--- config.mk ---
export PLATFORM = sky130hd
export DESIGN_NAME = uart_tx_feeder
export DESIGN_NICKNAME = d
export VERILOG_FILES = /design/src/rtl/uart_tx_feeder_pkg.sv /design/src/rtl/uart_tx_feeder_sync_fifo.sv /design/src/rtl/uart_tx_feeder.sv
export SDC_FILE = /design/constraint.sdc
export NUM_CORES = 1
export LEC_CHECK = 0
export BUFFER_PORTS_ARGS = -buffer_cell sky130_fd_sc_hd__buf_2
export CORE_ASPECT_RATIO = 1.1
export CORE_UTILIZATION = 63
export CTS_CLUSTER_SIZE = 12
export DETAILED_ROUTE_END_ITERATION = 10
export PLACE_DENSITY = 0.8
export SYNTH_ARGS = -nofsm -noshare
export SYNTH_HDL_FRONTEND = slang
export SYNTH_SLANG_ARGS = --single-unit
--- constraint.sdc ---
create_clock -name clk -period 7.8 [get_ports clk]
set_clock_uncertainty 0.1 [all_clocks]
set_input_delay 1.56 -clock clk [delete_from_list [all_inputs] [get_ports clk]]
set_output_delay 1.56 -clock clk [all_outputs]
set_load 0.02 [all_outputs]
--- src/rtl/uart_tx_feeder_pkg.sv ---
// rtl/uart_tx_feeder_pkg.sv - shared FSM encoding and default sizes for the UART transmit feeder
package uart_tx_feeder_pkg;

  typedef enum logic {
    ST_IDLE = 1'b0,
    ST_SEND = 1'b1
  } feeder_state_t;

  localparam int DEF_DATA_W     = 8;
  localparam int DEF_DEPTH_LOG2 = 4;

endpackage

--- src/rtl/uart_tx_feeder_sync_fifo.sv ---
// rtl/uart_tx_feeder_sync_fifo.sv - single-clock FIFO with registered level and level-decoded flags
module sync_fifo
  import uart_tx_feeder_pkg::*;
#(
  parameter int DATA_W     = DEF_DATA_W,
  parameter int DEPTH_LOG2 = DEF_DEPTH_LOG2
) (
  input  logic                  clk,
  input  logic                  rst,
  input  logic                  push,
  input  logic [DATA_W-1:0]     push_data,
  input  logic                  pop,
  output logic [DATA_W-1:0]     pop_data,
  output logic [DEPTH_LOG2:0]   level,
  output logic                  full,
  output logic                  empty
);

  localparam logic [DEPTH_LOG2:0]   DEPTH_V   = (DEPTH_LOG2+1)'(2**DEPTH_LOG2);
  localparam logic [DEPTH_LOG2:0]   LEVEL_ONE = (DEPTH_LOG2+1)'(1);
  localparam logic [DEPTH_LOG2-1:0] PTR_ONE   = DEPTH_LOG2'(1);

  logic [DATA_W-1:0]     mem [2**DEPTH_LOG2];
  logic [DEPTH_LOG2-1:0] wr_ptr;
  logic [DEPTH_LOG2-1:0] rd_ptr;
  logic                  do_push;
  logic                  do_pop;

  assign full     = (level == DEPTH_V);
  assign empty    = (level == '0);
  // A full FIFO refuses writes even when a pop lands in the same cycle.
  assign do_push  = push & ~full;
  assign do_pop   = pop & ~empty;
  assign pop_data = mem[rd_ptr];

  always_ff @(posedge clk) begin
    if (do_push) begin
      mem[wr_ptr] <= push_data;
    end
  end

  always_ff @(posedge clk or posedge rst) begin
    if (rst) begin
      wr_ptr <= '0;
      rd_ptr <= '0;
      level  <= '0;
    end else begin
      if (do_push) wr_ptr <= wr_ptr + PTR_ONE;
      if (do_pop)  rd_ptr <= rd_ptr + PTR_ONE;
      case ({do_push, do_pop})
        2'b10:   level <= level + LEVEL_ONE;
        2'b01:   level <= level - LEVEL_ONE;
        default: level <= level;
      endcase
    end
  end

endmodule

--- src/rtl/uart_tx_feeder.sv ---
// rtl/uart_tx_feeder.sv - buffers system writes and feeds frames to the UART transmit control stage
module uart_tx_feeder
  import uart_tx_feeder_pkg::*;
#(
  parameter int DATA_W     = DEF_DATA_W,
  parameter int DEPTH_LOG2 = DEF_DEPTH_LOG2
) (
  input  logic                clk,
  input  logic                rst,
  input  logic                wr_en,
  input  logic [DATA_W-1:0]   wr_data,
  output logic                full,
  output logic                empty,
  output logic [DEPTH_LOG2:0] level,
  output logic                overflow,
  input  logic                clr_overflow,
  input  logic                tx_done_sig,
  output logic                tx_en_sig,
  output logic [DATA_W-1:0]   tx_data,
  output logic                busy
);

  feeder_state_t     state;
  feeder_state_t     state_nxt;
  logic              pop;
  logic [DATA_W-1:0] head_data;

  sync_fifo #(
    .DATA_W     (DATA_W),
    .DEPTH_LOG2 (DEPTH_LOG2)
  ) u_fifo (
    .clk       (clk),
    .rst       (rst),
    .push      (wr_en),
    .push_data (wr_data),
    .pop       (pop),
    .pop_data  (head_data),
    .level     (level),
    .full      (full),
    .empty     (empty)
  );

  always_comb begin
    state_nxt = state;
    pop       = 1'b0;
    case (state)
      ST_IDLE: begin
        if (!empty) begin
          pop       = 1'b1;
          state_nxt = ST_SEND;
        end
      end
      ST_SEND: begin
        // A word written during the done cycle is not visible yet; restart from IDLE.
        if (tx_done_sig) begin
          if (!empty) pop = 1'b1;
          else        state_nxt = ST_IDLE;
        end
      end
      default: state_nxt = ST_IDLE;
    endcase
  end

  always_ff @(posedge clk or posedge rst) begin
    if (rst) begin
      state    <= ST_IDLE;
      tx_data  <= '0;
      overflow <= 1'b0;
    end else begin
      state <= state_nxt;
      if (pop) tx_data <= head_data;
      if (clr_overflow)       overflow <= 1'b0;
      else if (wr_en && full) overflow <= 1'b1;
    end
  end

  assign tx_en_sig = (state == ST_SEND);
  assign busy      = tx_en_sig | ~empty;

endmodule

# After elaboration in Yosys (flattened, before gate mapping)
# Memories as Yosys holds them, arrays and structs flattened. A register that Yosys moved wholly into a read port is not among the register bits.
# Cells that the tools add are included.
dict set report word_totals {
  register_bits 15
  ramBits 128
  input_bits 13
  out_inout_bits 18
  word_cells 33
  memories 1
}
# memory words width read_ports rd_clocked_by_memory_dff write_ports line_no
set mem_list {}
lappend mem_list {u_fifo.mem 16 8 1 1 1 uart_tx_feeder_sync_fifo.sv:23} ;# logic [DATA_W-1:0] mem [2**DEPTH_LOG2];
dict set report classes {
  n_addsub 4
  n_eq_ne 3
  mux 10
  n_bitwise 6
  reduce_logical 4
}
# cell count
set ops {}
lappend ops {{case mux 5 bit (2 select lines)} 1}
lappend ops {{adder 4 x 1 -> 4 bit, second input constant} 2}
lappend ops {{2-to-1 mux 1 bit} 7}
lappend ops {{adder 5 x 1 -> 5 bit, second input constant} 1}
lappend ops {{== test 5 bit, second input constant} 1}
lappend ops {{zero test 5 bit} 1}
lappend ops {{subtractor 5 x 1 -> 5 bit, second input constant} 1}
lappend ops {{case mux 1 bit (2 select lines)} 2}
lappend ops {{nonzero test 2 bit} 2}
lappend ops {{NOT 1 bit} 3}
lappend ops {{bitwise AND 1 bit} 2}
lappend ops {{== test 2 x 1 -> 1 bit, second input constant} 1}
lappend ops {{== test 2 bit, second input constant} 1}
lappend ops {{logical AND 1 bit} 1}
lappend ops {{OR 1 bit} 1}

# Logic depth before layout (Yosys ltp)
dict set report logic_depth {
  depth_word 7
  depth_mapped 10
  mapped_depth_nobuf 9
}

# Hierarchy
# Synthesis repeated with hierarchy kept, for this count alone.
dict set report unflattened {
  hier_cells 359
  area_unflattened_um2 6174.7
}
# module n_inst cells_each area_each_um2
set modules_own_cells {}
lappend modules_own_cells {sync_fifo 1 333 5789.3}
lappend modules_own_cells {uart_tx_feeder 1 26 385.4}

# Worst setup path after synthesis
# OpenSTA, ideal clock, no wires.
dict set report synth_path {
  path_type {input -> register}
  from {input tx_done_sig}
  to {register u_fifo.level[4]}
  setup_time_ps 81
  arrival_ps 3281
  setup_slack_ps 4339
  path_stages 9
  path_buffers 1
  cell_sequence {nor2b_1 > a21oi_1 > buf_2 > ha_1 > fa_1 > a21o_1 > a21oi_1 > mux2i_1 > xnor2_1}
}
dict set report synth_between {
  elab_chain_cells 5
  word_cells_on_any_way 7
  cone_classes {eq/ne (2); mux (3); bitwise (1); reduce/logical (1)}
}
# element line_no
set synth_rtl {}
lappend synth_rtl {{from (decl)} uart_tx_feeder.sv:17} ;# input logic tx_done_sig,
lappend synth_rtl {{2-to-1 mux 1 bit (*)} uart_tx_feeder.sv:55} ;# if (tx_done_sig) begin
lappend synth_rtl {{case mux 1 bit (2 select lines) (*)} uart_tx_feeder.sv:46} ;# case (state)
lappend synth_rtl {{bitwise AND 1 bit (*)} uart_tx_feeder_sync_fifo.sv:33} ;# assign do_pop = pop & ~empty;
lappend synth_rtl {{named net u_fifo.do_pop} uart_tx_feeder_sync_fifo.sv:27} ;# logic do_pop;
lappend synth_rtl {{== test 2 x 1 -> 1 bit or == test 2 bit (tied branches)} uart_tx_feeder_sync_fifo.sv:50} ;# case ({do_push, do_pop})
lappend synth_rtl {{case mux 5 bit (2 select lines) or nonzero test 2 bit (tied branches)} -}
lappend synth_rtl {{to (signal assigned)} uart_tx_feeder_sync_fifo.sv:51} ;# 2'b10: level <= level + LEVEL_ONE;
lappend synth_rtl {{to (signal assigned)} uart_tx_feeder_sync_fifo.sv:52} ;# 2'b01: level <= level - LEVEL_ONE;
lappend synth_rtl {{to (signal assigned)} uart_tx_feeder_sync_fifo.sv:53} ;# default: level <= level;
lappend synth_rtl {{to (decl)} uart_tx_feeder_sync_fifo.sv:14} ;# output logic [DEPTH_LOG2:0] level,
# The timed path passes the listed nets; every way through them passes the cells marked *.
# A chain may end at the register's enable or synchronous reset.

# Worst setup path after layout
dict set report layout_path {
  from {register u_fifo.level[3]}
  to {output busy}
}
dict set report layout_between {
  elab_chain_cells 3
}
# element line_no
set layout_rtl {}
lappend layout_rtl {{zero test 5 bit} uart_tx_feeder_sync_fifo.sv:30} ;# assign empty = (level == '0);
lappend layout_rtl {{NOT 1 bit} uart_tx_feeder.sv:78} ;# assign busy = tx_en_sig | ~empty;
lappend layout_rtl {{OR 1 bit} uart_tx_feeder.sv:78}
lappend layout_rtl {{to (decl)} uart_tx_feeder.sv:20} ;# output logic busy
# No other way between the ends.

==> reports/summary.txt <==
Status: complete, no violations
WP data arrival: 1.91 ns
Register area share after synthesis: 0.727
Post-route insts no fill: 478
Syn Std Cell Area: 6080 sq um
Biggest area consumer among synthesized cells: edfxtp_1
Vias in the first global route: 3019
Post-CTS Setup Bufs: 0
Main area contributors after synthesis: edfxtp_1, dfrtp_1, mux4_2
Row cnt: 37
Most instantiated cells after synthesis: edfxtp_1, mux4_2, dfrtp_1, nor2_1
Leakage power total: 0.00244 uW
CTS buffer count: 17
Peak supply drop: 220 uV
Reg area: 4420 sq um
EDFF count, synth: 128
Min Hold Slack: 0.425 ns
Period minus WS final: 3.57 ns
Top FF cell, synth: edfxtp_1
Routed Antenna Nets: 0
Gate Count Post-Synth: 314
Critical path class: reg2out
GRT overflow: 0
Clk sink count: 151
Distinct cells, synth: 34
# diodes: 0
PwrDens: 388 nW/um^2
Data required, critical path: 6.14 ns
Critical path peak fanout: 5
Top-count cell post-synth: edfxtp_1
RD Place Congestion: 0.828
Cells after DPL: 446
Footprint of the multi-input gates: 1500 sq um
RSZ-0062 raised after global routing: no
# fillers: 521
Slew headroom: 0.184
Post-DP HPWL: 6640 microns
Drt drc: 0
Yosys top cell area share: 0.632
Core Footprint: 9350 sq um
Final Hold Viols: 0
CTS tree: done
Synth warnings: 0
Initial antenna violation count: 0
Longest Clk Path Bufs: 2
Overall Global Routing Usage: 0.249
Asr flop ratio synth: 0.152
Final setup violation count: 0
Chip width: 95.7 microns
Average wire per cell in the routed design: 23.0 microns
Area Overhead vs Synth: 13.6%
CP Cell Sequence: or3_1, nor3_1, nand2b_1, buf_2
Final core utilization: 0.739
Fin crit share: 0.458
Global-route wire length before repair: 17000 microns
Slew Limit Fails: 0
CTS clk-pin slew, worst paths: 0.06 ns
Layout Nets: 371
Hold Crit Class: reg2reg
Max Cap Viol: 0
Startpoint Class: flop
Final wirelength: 11000 microns
DRT Pass-1 Iters: 5
DRT iter0 DRCs: 331
Syn Nets: 337
Slew @ Worst Pin: 1.21 ns
Max incr delay on CP: 0.44 ns
CP Capture Type: primary output
Layout cells sized above 1: 0.255
CTS root buf: clkbuf_8
Yosys reg bits: 151
Largest net degree at the start of global routing: 35
Slowest-stage cell, CP: or3_1
# IOs: 31
Maximum clock frequency: 280 MHz
Routed via count: 3048
Vias/cell: 6.38
Final setup TNS: 0 ns
Port bufs: 30
H-tree levels: 4
Die H: 105 microns
Syn Area/Cell: 19.4 sq um
PostCTS Resize Cnt: 0
Initial Util: 0.650
Die area: 10000 sq um
Clock latency on the worst-skew pair: 0.53 ns
CTS Hold Buffers Added: 0
## sequential cells by signal, indices dropped and copies added (netlist names)
signal         flops
u_fifo.level       5
u_fifo.rd_ptr      4
overflow           1
tx_data            8
tx_en_sig          1
u_fifo.wr_ptr      4
u_fifo.mem       128
## where the power goes
part           internal (uW)  total (uW)  switching [uW]
registers               1000        1100            92.6
logic                    324         730             406
clock network            555         855             300
## per-stage QoR
stage	cell area [sq um]	setup WS (ns)	power (uW)
floorplan	6080	4.34	1670
global placement	6260	4.05	1820
detailed placement	6260	3.99	1840
CTS	6910	4.19	2690
global route	6910	4.12	2800
finish	6910	4.23	2680
## worst max-delay path: cells and delay by family (launching register included)
family | cells | cell delay [ns]
buffers and inverters | 1 | 0.16
flip-flops | 1 | 0.42
AND/OR/NAND/NOR | 3 | 0.81
## kinds of logic after synthesis
family                     share of synthesized area
buffers and inverters                         0.0257
AOI/OAI and AO/OA                             0.0294
DFF                                            0.727
adders and majority gates                     0.0218
xor gates and xnor gates                      0.0144
and+or+nand+nor                               0.0401
muxes                                          0.141
## per-layer routing
layer | part of all wire | track usage | vias up | wire [microns]
met3 | 0.065 | 0.0742 | 20 | 714
met1 | 0.43 | 0.358 | 1556 | 4700
met5 | 0 | 0 | - | 0
met2 | 0.49 | 0.356 | 145 | 5360
met4 | 0.022 | 0.112 | 0 | 237
li1 | - | - | 1327 | -
## layout make-up
cell class | instances | share of cell area
timing repair buffer | 33 | 0.0250
inverter | 5 | 0.00272
clock buffer | 29 | 0.0878
clock inverter | 3 | 0.00580
tap | 117 | 0.0212
multi-input combinational | 140 | 0.218
sequential | 151 | 0.640
## placed cells by master, fill, tap and decap left out, types with 4 or more instances in the layout
master / n
clkbuf_16: 22
nor3_1: 7
mux4_2: 25
nand2_1: 8
nor2_1: 23
nand2b_1: 5
xnor2_1: 8
a221oi_1: 8
buf_2: 30
mux2i_1: 9
o22ai_1: 8
a21oi_1: 4
inv_1: 5
ha_1: 9
dfrtp_1: 22
clkbuf_1: 4
mux4_1: 7
edfxtp_1: 128
## final timing paths
kind | cells past startpoint | to | from | slack, ns
setup / recovery | 4 | busy | u_fifo.level[3]$_DFFE_PP0P_ | 4.23
hold / removal | 2 | overflow$_DFFE_PP0P_ | overflow$_DFFE_PP0P_ | 0.43
setup reg to reg | 9 | u_fifo.level[4]$_DFFE_PP0P_ | u_fifo.level[3]$_DFFE_PP0P_ | 4.92
hold reg to reg | 2 | overflow$_DFFE_PP0P_ | overflow$_DFFE_PP0P_ | 0.43
max in group asynchronous | 2 | u_fifo.rd_ptr[2]$_DFFE_PP0P_ | rst | 5.86
min in group asynchronous | 2 | tx_data[5]$_DFFE_PP0N_ | rst | 1.12
Power figures use the tool's default switching activity.
